## src/rtl/battleship_pkg.sv

```systemverilog
// Shared definitions for the placement controller.
// Contents:
//   - Board geometry: BOARD_DIM, CELLS.
//   - Fleet description: NUM_SHIPS, MAX_LEN, SHIP_LEN.
//   - One-hot orientation codes: NORTH, EAST, SOUTH, WEST.
//   - FSM state encoding: state_t.
//   - Helpers: ship_len(), rot_cw(), cell_idx().
package battleship_pkg;

  localparam int BOARD_DIM = 10;
  localparam int NUM_SHIPS = 5;
  localparam int MAX_LEN   = 5;
  localparam int CELLS     = BOARD_DIM * BOARD_DIM;
  localparam int ID_W      = 3;

  localparam logic [3:0] SHIP_LEN [NUM_SHIPS] = '{4'd5, 4'd4, 4'd3, 4'd3, 4'd2};

  localparam logic [3:0] NORTH = 4'b0001;
  localparam logic [3:0] EAST  = 4'b0010;
  localparam logic [3:0] SOUTH = 4'b0100;
  localparam logic [3:0] WEST  = 4'b1000;

  typedef enum logic [1:0] {
    S_IDLE   = 2'd0,
    S_EDIT   = 2'd1,
    S_COMMIT = 2'd2,
    S_DONE   = 2'd3
  } state_t;

  // Ship length for a fleet index; 0 for any index past the fleet.
  function automatic logic [3:0] ship_len(input logic [ID_W-1:0] idx);
    if (int'(idx) < NUM_SHIPS) return SHIP_LEN[idx];
    else return 4'd0;
  endfunction

  // Clockwise rotation of a one-hot N/E/S/W code is a 1-bit rotate left.
  function automatic logic [3:0] rot_cw(input logic [3:0] o);
    return {o[2:0], o[3]};
  endfunction

  // Linear occupancy index y*BOARD_DIM + x.
  function automatic logic [6:0] cell_idx(input logic [3:0] x, input logic [3:0] y);
    return ({3'b000, y} * 7'(BOARD_DIM)) + {3'b000, x};
  endfunction

endpackage

```

## src/rtl/ship_placer_if.sv

```systemverilog
// Button / overlay / board-store bundle of the ship placement controller.
// Signals:
//   Buttons : start, btn_up, btn_down, btn_left, btn_right, btn_rotate, btn_place.
//   Overlay : cursor, orientation, length, fit_ok.
//   Store   : wr_en, wr_x, wr_y, wr_id.
//   Control : all_placed.
// Modports:
//   master : drives the buttons and observes the placer outputs.
//   slave  : the placer itself.
interface ship_placer_if;
  import battleship_pkg::*;

  logic            start;
  logic            btn_up;
  logic            btn_down;
  logic            btn_left;
  logic            btn_right;
  logic            btn_rotate;
  logic            btn_place;
  logic [7:0]      cursor;
  logic [3:0]      orientation;
  logic [3:0]      length;
  logic            fit_ok;
  logic            wr_en;
  logic [3:0]      wr_x;
  logic [3:0]      wr_y;
  logic [ID_W-1:0] wr_id;
  logic            all_placed;

  modport master (
    output start, btn_up, btn_down, btn_left, btn_right, btn_rotate, btn_place,
    input  cursor, orientation, length, fit_ok, wr_en, wr_x, wr_y, wr_id, all_placed
  );

  modport slave (
    input  start, btn_up, btn_down, btn_left, btn_right, btn_rotate, btn_place,
    output cursor, orientation, length, fit_ok, wr_en, wr_x, wr_y, wr_id, all_placed
  );

endinterface

```

## src/rtl/ship_cell_gen.sv

```systemverilog
// Maps (anchor, orientation, offset k) to the k-th tile of a ship.
// Ports:
//   i_x, i_y    in  4  anchor tile
//   i_orient    in  4  one-hot N/E/S/W
//   i_k         in  3  cell offset along the ship
//   o_x, o_y    out 4  resulting tile (low bits; meaningful only when on board)
//   o_on_board  out 1  tile lies inside 0..BOARD_DIM-1 on both axes
module ship_cell_gen
  import battleship_pkg::*;
(
  input  logic [3:0] i_x,
  input  logic [3:0] i_y,
  input  logic [3:0] i_orient,
  input  logic [2:0] i_k,
  output logic [3:0] o_x,
  output logic [3:0] o_y,
  output logic       o_on_board
);

  localparam logic signed [4:0] W_DIM = 5'(BOARD_DIM);

  // 5-bit signed so that 0-k goes negative and 9+k does not wrap back on board.
  logic signed [4:0] w_sx;
  logic signed [4:0] w_sy;
  logic signed [4:0] w_k;

  always_comb begin
    w_k  = signed'({2'b00, i_k});
    w_sx = signed'({1'b0, i_x});
    w_sy = signed'({1'b0, i_y});
    case (i_orient)
      NORTH:   w_sy = w_sy - w_k;
      EAST:    w_sx = w_sx + w_k;
      SOUTH:   w_sy = w_sy + w_k;
      WEST:    w_sx = w_sx - w_k;
      default: ;
    endcase
  end

  assign o_x        = w_sx[3:0];
  assign o_y        = w_sy[3:0];
  assign o_on_board = (w_sx >= 5'sd0) && (w_sx < W_DIM) &&
                      (w_sy >= 5'sd0) && (w_sy < W_DIM);

endmodule

```

## src/rtl/ship_placer.sv

```systemverilog
// Player-side fleet placement controller.
// Turns button pulses into the ghost-ship cursor/orientation/length, checks
// fit against an internal 100-bit occupancy map and commits each ship one
// cell per cycle to the board store, sequencing the fleet 5,4,3,3,2.
// Ports:
//   clk  in  system clock
//   rst  in  synchronous active-high reset
//   bus  slave modport of ship_placer_if (buttons, overlay, store, all_placed)
module ship_placer
  import battleship_pkg::*;
(
  input  logic         clk,
  input  logic         rst,
  ship_placer_if.slave bus
);

  state_t            r_state;
  logic [3:0]        r_x;
  logic [3:0]        r_y;
  logic [3:0]        r_orient;
  logic [3:0]        r_length;
  logic [ID_W-1:0]   r_ship_idx;
  logic [2:0]        r_k;
  logic [CELLS-1:0]  r_occ;
  logic              r_wr_en;
  logic [3:0]        r_wr_x;
  logic [3:0]        r_wr_y;
  logic [ID_W-1:0]   r_wr_id;
  logic              r_all_placed;

  // Fit check: every cell below the current length must be on board and free.
  logic [3:0]         w_fx [MAX_LEN];
  logic [3:0]         w_fy [MAX_LEN];
  logic [MAX_LEN-1:0] w_fon;
  logic [MAX_LEN-1:0] w_cell_ok;
  logic               w_fit_ok;

  for (genvar g = 0; g < MAX_LEN; g++) begin : g_fit
    ship_cell_gen u_fit_gen (
      .i_x        (r_x),
      .i_y        (r_y),
      .i_orient   (r_orient),
      .i_k        (3'(g)),
      .o_x        (w_fx[g]),
      .o_y        (w_fy[g]),
      .o_on_board (w_fon[g])
    );
    assign w_cell_ok[g] = (4'(g) >= r_length) ||
                          (w_fon[g] && !r_occ[cell_idx(w_fx[g], w_fy[g])]);
  end

  assign w_fit_ok = (r_length != 4'd0) && (&w_cell_ok);

  // Commit addressing looks one cell ahead: the accepting edge registers
  // cell 0, and each commit edge registers cell r_k+1.
  logic [2:0] w_ck;
  logic [3:0] w_cx;
  logic [3:0] w_cy;
  logic       w_con;

  assign w_ck = (r_state == S_COMMIT) ? (r_k + 3'd1) : 3'd0;

  ship_cell_gen u_commit_gen (
    .i_x        (r_x),
    .i_y        (r_y),
    .i_orient   (r_orient),
    .i_k        (w_ck),
    .o_x        (w_cx),
    .o_y        (w_cy),
    .o_on_board (w_con)
  );

  always_ff @(posedge clk) begin
    if (rst) begin
      r_state      <= S_IDLE;
      r_x          <= 4'd0;
      r_y          <= 4'd0;
      r_orient     <= NORTH;
      r_length     <= 4'd0;
      r_ship_idx   <= '0;
      r_k          <= 3'd0;
      r_occ        <= '0;
      r_wr_en      <= 1'b0;
      r_wr_x       <= 4'd0;
      r_wr_y       <= 4'd0;
      r_wr_id      <= '0;
      r_all_placed <= 1'b0;
    end else if (bus.start) begin
      // start restarts from any state, including mid-commit.
      r_state      <= S_EDIT;
      r_x          <= 4'd0;
      r_y          <= 4'd0;
      r_orient     <= NORTH;
      r_ship_idx   <= '0;
      r_length     <= ship_len('0);
      r_k          <= 3'd0;
      r_occ        <= '0;
      r_wr_en      <= 1'b0;
      r_all_placed <= 1'b0;
    end else begin
      unique case (r_state)
        S_IDLE: ;
        S_EDIT: begin
          // One action per cycle, priority place > rotate > up > down > left > right.
          if (bus.btn_place) begin
            if (w_fit_ok) begin
              r_state <= S_COMMIT;
              r_k     <= 3'd0;
              r_wr_en <= 1'b1;
              r_wr_x  <= w_cx;
              r_wr_y  <= w_cy;
              r_wr_id <= r_ship_idx;
              if (w_con) r_occ[cell_idx(w_cx, w_cy)] <= 1'b1;
            end
          end else if (bus.btn_rotate) begin
            r_orient <= rot_cw(r_orient);
          end else if (bus.btn_up) begin
            r_y <= (r_y == 4'd0) ? 4'(BOARD_DIM - 1) : r_y - 4'd1;
          end else if (bus.btn_down) begin
            r_y <= (r_y == 4'(BOARD_DIM - 1)) ? 4'd0 : r_y + 4'd1;
          end else if (bus.btn_left) begin
            r_x <= (r_x == 4'd0) ? 4'(BOARD_DIM - 1) : r_x - 4'd1;
          end else if (bus.btn_right) begin
            r_x <= (r_x == 4'(BOARD_DIM - 1)) ? 4'd0 : r_x + 4'd1;
          end
        end
        S_COMMIT: begin
          if ({1'b0, r_k} == r_length - 4'd1) begin
            r_wr_en <= 1'b0;
            if (r_ship_idx == ID_W'(NUM_SHIPS - 1)) begin
              r_state      <= S_DONE;
              r_length     <= 4'd0;
              r_all_placed <= 1'b1;
            end else begin
              r_state    <= S_EDIT;
              r_ship_idx <= r_ship_idx + 1'b1;
              r_length   <= ship_len(r_ship_idx + 1'b1);
            end
          end else begin
            r_k    <= r_k + 3'd1;
            r_wr_x <= w_cx;
            r_wr_y <= w_cy;
            if (w_con) r_occ[cell_idx(w_cx, w_cy)] <= 1'b1;
          end
        end
        S_DONE: ;
      endcase
    end
  end

  assign bus.cursor      = {r_x, r_y};
  assign bus.orientation = r_orient;
  assign bus.length      = r_length;
  assign bus.fit_ok      = w_fit_ok;
  assign bus.wr_en       = r_wr_en;
  assign bus.wr_x        = r_wr_x;
  assign bus.wr_y        = r_wr_y;
  assign bus.wr_id       = r_wr_id;
  assign bus.all_placed  = r_all_placed;

endmodule

```

## src/flat_wrapper.sv

```systemverilog
// flat-port wrapper written by rule: the top's interface ports become plain ports
module ship_placer_flat import battleship_pkg::*;
  (clk, rst, bus_start, bus_btn_up, bus_btn_down, bus_btn_left, bus_btn_right, bus_btn_rotate, bus_btn_place, bus_cursor, bus_orientation, bus_length, bus_fit_ok, bus_wr_en, bus_wr_x, bus_wr_y, bus_wr_id, bus_all_placed);
  ship_placer_if bus_i ();
  input  logic clk;
  input  logic rst;
  input wire logic [$bits(bus_i.start)-1:0] bus_start;
  input wire logic [$bits(bus_i.btn_up)-1:0] bus_btn_up;
  input wire logic [$bits(bus_i.btn_down)-1:0] bus_btn_down;
  input wire logic [$bits(bus_i.btn_left)-1:0] bus_btn_left;
  input wire logic [$bits(bus_i.btn_right)-1:0] bus_btn_right;
  input wire logic [$bits(bus_i.btn_rotate)-1:0] bus_btn_rotate;
  input wire logic [$bits(bus_i.btn_place)-1:0] bus_btn_place;
  output wire logic [$bits(bus_i.cursor)-1:0] bus_cursor;
  output wire logic [$bits(bus_i.orientation)-1:0] bus_orientation;
  output wire logic [$bits(bus_i.length)-1:0] bus_length;
  output wire logic [$bits(bus_i.fit_ok)-1:0] bus_fit_ok;
  output wire logic [$bits(bus_i.wr_en)-1:0] bus_wr_en;
  output wire logic [$bits(bus_i.wr_x)-1:0] bus_wr_x;
  output wire logic [$bits(bus_i.wr_y)-1:0] bus_wr_y;
  output wire logic [$bits(bus_i.wr_id)-1:0] bus_wr_id;
  output wire logic [$bits(bus_i.all_placed)-1:0] bus_all_placed;
  assign bus_i.start = bus_start;
  assign bus_i.btn_up = bus_btn_up;
  assign bus_i.btn_down = bus_btn_down;
  assign bus_i.btn_left = bus_btn_left;
  assign bus_i.btn_right = bus_btn_right;
  assign bus_i.btn_rotate = bus_btn_rotate;
  assign bus_i.btn_place = bus_btn_place;
  assign bus_cursor = bus_i.cursor;
  assign bus_orientation = bus_i.orientation;
  assign bus_length = bus_i.length;
  assign bus_fit_ok = bus_i.fit_ok;
  assign bus_wr_en = bus_i.wr_en;
  assign bus_wr_x = bus_i.wr_x;
  assign bus_wr_y = bus_i.wr_y;
  assign bus_wr_id = bus_i.wr_id;
  assign bus_all_placed = bus_i.all_placed;
  ship_placer u_core (.clk(clk), .rst(rst), .bus(bus_i));
endmodule
```

## config.mk

```make
export PLATFORM = sky130hd
export DESIGN_NAME = ship_placer_flat
export DESIGN_NICKNAME = d
export VERILOG_FILES = /design/src/rtl/battleship_pkg.sv /design/src/rtl/ship_placer_if.sv /design/src/rtl/ship_cell_gen.sv /design/src/rtl/ship_placer.sv /design/src/flat_wrapper.sv
export SDC_FILE = /design/constraint.sdc
export NUM_CORES = 1
export LEC_CHECK = 0
export ABC_AREA = 1
export CAP_MARGIN = 20
export CORE_UTILIZATION = 36
export DETAILED_ROUTE_END_ITERATION = 12
export DONT_BUFFER_PORTS = 1
export PLACE_DENSITY = 0.59
export SLEW_MARGIN = 20
export SYNTH_ARGS = -nofsm -noshare
export SYNTH_HDL_FRONTEND = slang
export SYNTH_SLANG_ARGS = --single-unit
```

## constraint.sdc

```tcl
create_clock -name clk -period 4.5 [get_ports clk]
set_clock_uncertainty 0.2 [all_clocks]
set_input_delay 0.9 -clock clk [delete_from_list [all_inputs] [get_ports clk]]
set_output_delay 0.9 -clock clk [all_outputs]
set_load 0.02 [all_outputs]
```

==> results_dict.tcl <==
set metrics [dict create \
    drive_gt1_share_pct 22.0 \
    arrival_ps 4040 \
    routabilityCongestion 0.975 \
    yosysWarnings 0 \
    grt_pass1_vias 13500 \
    drcViolationCount 0 \
    synth.distinct_cells 46 \
    die_area_mm2 0.0352 \
    postCtsHoldBufs 0 \
    die_w_um 188 \
    grt_max_degree 109 \
    grt_pass1_wl_mm 73.7 \
    avgSynthCellArea_um2 6.11 \
    vias 14800 \
    nets 2282 \
    fill_cells 3353 \
    status "complete, but fails checks" \
    rr_endpoint "u_core.r_occ[85]$_SDFFE_PP0P_" \
    setup_viol 114 \
    start_util_pct 36.9 \
    path_max_fanout 6 \
    startpoint "u_core.bus.orientation[1]$_SDFFE_PP0P_" \
    coreArea_mm2 0.0337 \
    pwr-share-clk_pct 37.5 \
    worstSkewPairLatency_ps 460 \
    failed_checks "negative setup slack" \
    hp-start "u_core.r_occ[32]$_SDFFE_PP0P_" \
    drtIter0Drc 1444 \
    r2r_setup_slack_ps -520 \
    clockBufferDepth 2 \
    diodes 0 \
    maxSlewViolCount 0 \
    numPortBuffers 0 \
    multi_input_area_mm2 0.00908 \
    irDropWorstVdd_mv 0.303 \
    internal_power_mw 2.70 \
    hp-class "reg2reg" \
    mostFrequentLayoutCells "nand2_1 (397), nand3_1 (256), inv_1 (239)" \
    worst_pin_slew_ps 1140 \
    clock_sinks 136 \
    avgRoutedWirePerCell_um 18.9 \
    seq_area_mm2 0.00274 \
    place_ws_ps -408 \
    end_kind "output pin" \
    grt_use_met3_pct 4.83 \
    layout_commonest_cell "nand2_1" \
    htreeDepth 4 \
    comb_power_share_pct 33.0 \
    critPathKind "reg2out" \
    pwr-share-seq_pct 29.4 \
    die_h_um 188 \
    slew_headroom_pct 23.3 \
    synth_seq_cells 136 \
    crit_path_start_kind "flip-flop" \
    switching_share_pct 35.3 \
    grt_usage_pct 26.6 \
    final_cells 2648 \
    reg2regPathDepth 32 \
    rsz0062_at_grt "true" \
    placed_cells 2574 \
    syn_inst 2032 \
    antenna_found_initial 0 \
    ant_nets 0 \
    hold_path_depth 2 \
    syn_area_mm2 0.0124 \
    powerDensity_mw_per_mm2 253 \
    hold_viol 0 \
    fin_crit_sh_pct 114 \
    post_drt_via_cell_ratio 5.60 \
    ys_seq_area_share_pct 21.9 \
    reg2reg_from "u_core.bus.orientation[1]$_SDFFE_PP0P_" \
    dp_hpwl_mm 34.3 \
    period_needed_ps 5140 \
    max_freq_mhz 194 \
    syn2layout_area_growth_pct 32.9 \
    cp_data_required_time_ps 3400 \
    cap_violations 0 \
    row_count 67 \
    holdPathEnd "u_core.r_occ[32]$_SDFFE_PP0P_" \
    whs_ps 264 \
    cts-root-buf "clkbuf_16" \
    clk_pin_slew_worst_paths_ps 70 \
    use_met1_pct 34.0 \
    grt_most_used_layer "met2" \
    p_total_mw 4.17 \
    postRouteWirelength_mm 50.0 \
    cts_made_buffers 17 \
    use_met2_pct 44.3 \
    globalRouteOverflowTotal 0 \
    fin_ws_ps -644 \
    power_leakage_nw 6.95 \
    dr.pass1.iters 9 \
    pin_count 39 \
    p_switching_mw 1.47 \
    synth_nets 2127 \
    cts_tree "built" \
]
## how the worst max path moves through the flow
stage / to / slack (ps)
2_1_floorplan: bus_fit_ok / -90
3_3_place_gp: u_core.r_occ[31]$_SDFFE_PP0P_ / -340
3_5_place_dp: u_core.r_occ[95]$_SDFFE_PP0P_ / -410
4_1_cts: bus_fit_ok / -680
5_1_grt: bus_fit_ok / -830
6_report: bus_fit_ok / -640
## what timing repair did
item                                    in CTS  in global routing
hold endpoints to repair                     0                  0
endpoints found under the setup margin     115                118
cloned                                       1                 18
pin swaps                                   65                 92
buffers inserted                            12                 17
resized for setup                           76                153
## sequential cells by signal, indices dropped and copies added, names as in the netlist, 4 cells and up
register and flops:
u_core.bus.orientation 4, u_core.bus.wr_x 4, u_core.bus.wr_y 4, u_core.r_occ 100, u_core.r_x 4, u_core.r_y 4
## cells in the mapped netlist, drive strengths merged
| cell | n | area, um2 |
|---|---|---|
| a211oi | 5 | 37.5 |
| a21boi | 1 | 7.51 |
| a21oi | 144 | 721 |
| a221oi | 2 | 17.5 |
| a22oi | 11 | 82.6 |
| a31oi | 4 | 25.0 |
| and2 | 2 | 12.5 |
| buf | 55 | 335 |
| clkbuf | 58 | 218 |
| clkinv | 3 | 11.3 |
| conb | 1 | 3.75 |
| dfxtp | 136 | 2720 |
| fa | 21 | 420 |
| ha | 65 | 813 |
| inv | 267 | 1000 |
| mux2i | 1 | 10.0 |
| nand2 | 442 | 1690 |
| nand3 | 266 | 1380 |
| nand3b | 3 | 22.5 |
| nand4 | 106 | 663 |
| nor2 | 201 | 769 |
| nor3 | 13 | 65.1 |
| nor4 | 2 | 12.5 |
| o2111ai | 3 | 26.3 |
| o211ai | 34 | 255 |
| o21a | 1 | 7.51 |
| o21ai | 139 | 699 |
| o21bai | 1 | 7.51 |
| o221ai | 1 | 8.76 |
| o22ai | 2 | 12.5 |
| o31ai | 2 | 15.0 |
| or2 | 2 | 12.5 |
| xnor2 | 8 | 70.1 |
| xor2 | 30 | 263 |
## logic make-up after synthesis
| family | synth area share (%) |
|---|---|
| buffers and inverters | 12.6 |
| adders and majority gates | 9.93 |
| DFF | 21.9 |
| and+or+nand+nor | 37.3 |
| other | 0.0302 |
| AOI/OAI and AO/OA | 15.5 |
| muxes | 0.0806 |
| xor gates and xnor gates | 2.68 |
## critical path: stages (launching register included)
cell and delay [ps]:
dfxtp_2 350, nor2_4 50, nand3_4 150, inv_4 60, fa_2 380, xor2_1 150
nand2_1 60, nand2_1 70, inv_1 110, ha_4 210, ha_2 180, fa_1 490
inv_2 60, xor2_4 190, buf_4 150, nand3_1 80, nand3_1 90, nand3_1 90
nand4_1 80, o21ai_1 140, inv_1 80, nor2_4 130, nand3_4 130, inv_4 110
## power by group through the flow
stage | Sequential, mW | Clock [mW] | Combinational, mW
detailed placement | 1.25 | 0 | 1.08
CTS | 1.23 | 1.57 | 1.14
global placement | 1.25 | 0 | 1.07
global route | 1.23 | 1.62 | 1.47
finish | 1.23 | 1.56 | 1.38
floorplan | 1.26 | 0 | 0.626
## routing by layer
| metal | wire (um) | vias to the layer above |
|---|---|---|
| li1 | - | 7069 |
| met2 | 23000 | 733 |
| met1 | 20800 | 6899 |
| met3 | 4380 | 127 |
| met4 | 1790 | 0 |
| met5 | 0 | - |
## per-stage QoR
| stage | TNS, ps | instance area, um2 | utilization (%) |
|---|---|---|---|
| floorplan | -92.0 | 12600 | - |
| global placement | -27940 | 14400 | 42.7 |
| detailed placement | -31550 | 14400 | 42.7 |
| CTS | -2470 | 15400 | 45.6 |
| global route | -76190 | 16500 | 49.0 |
| finish | -50660 | 16500 | 49.0 |
## final cells by class
type / instances / share of cell area [%]
Multi-Input combinational cell: 1514 / 55.0
Sequential cell: 136 / 16.6
Timing Repair Buffer: 248 / 14.9
Inverter: 270 / 6.28
Tap cell: 448 / 3.40
Clock buffer: 21 / 2.85
Clock inverter: 11 / 0.963
Note: power is estimated with default switching activity, not from simulation.
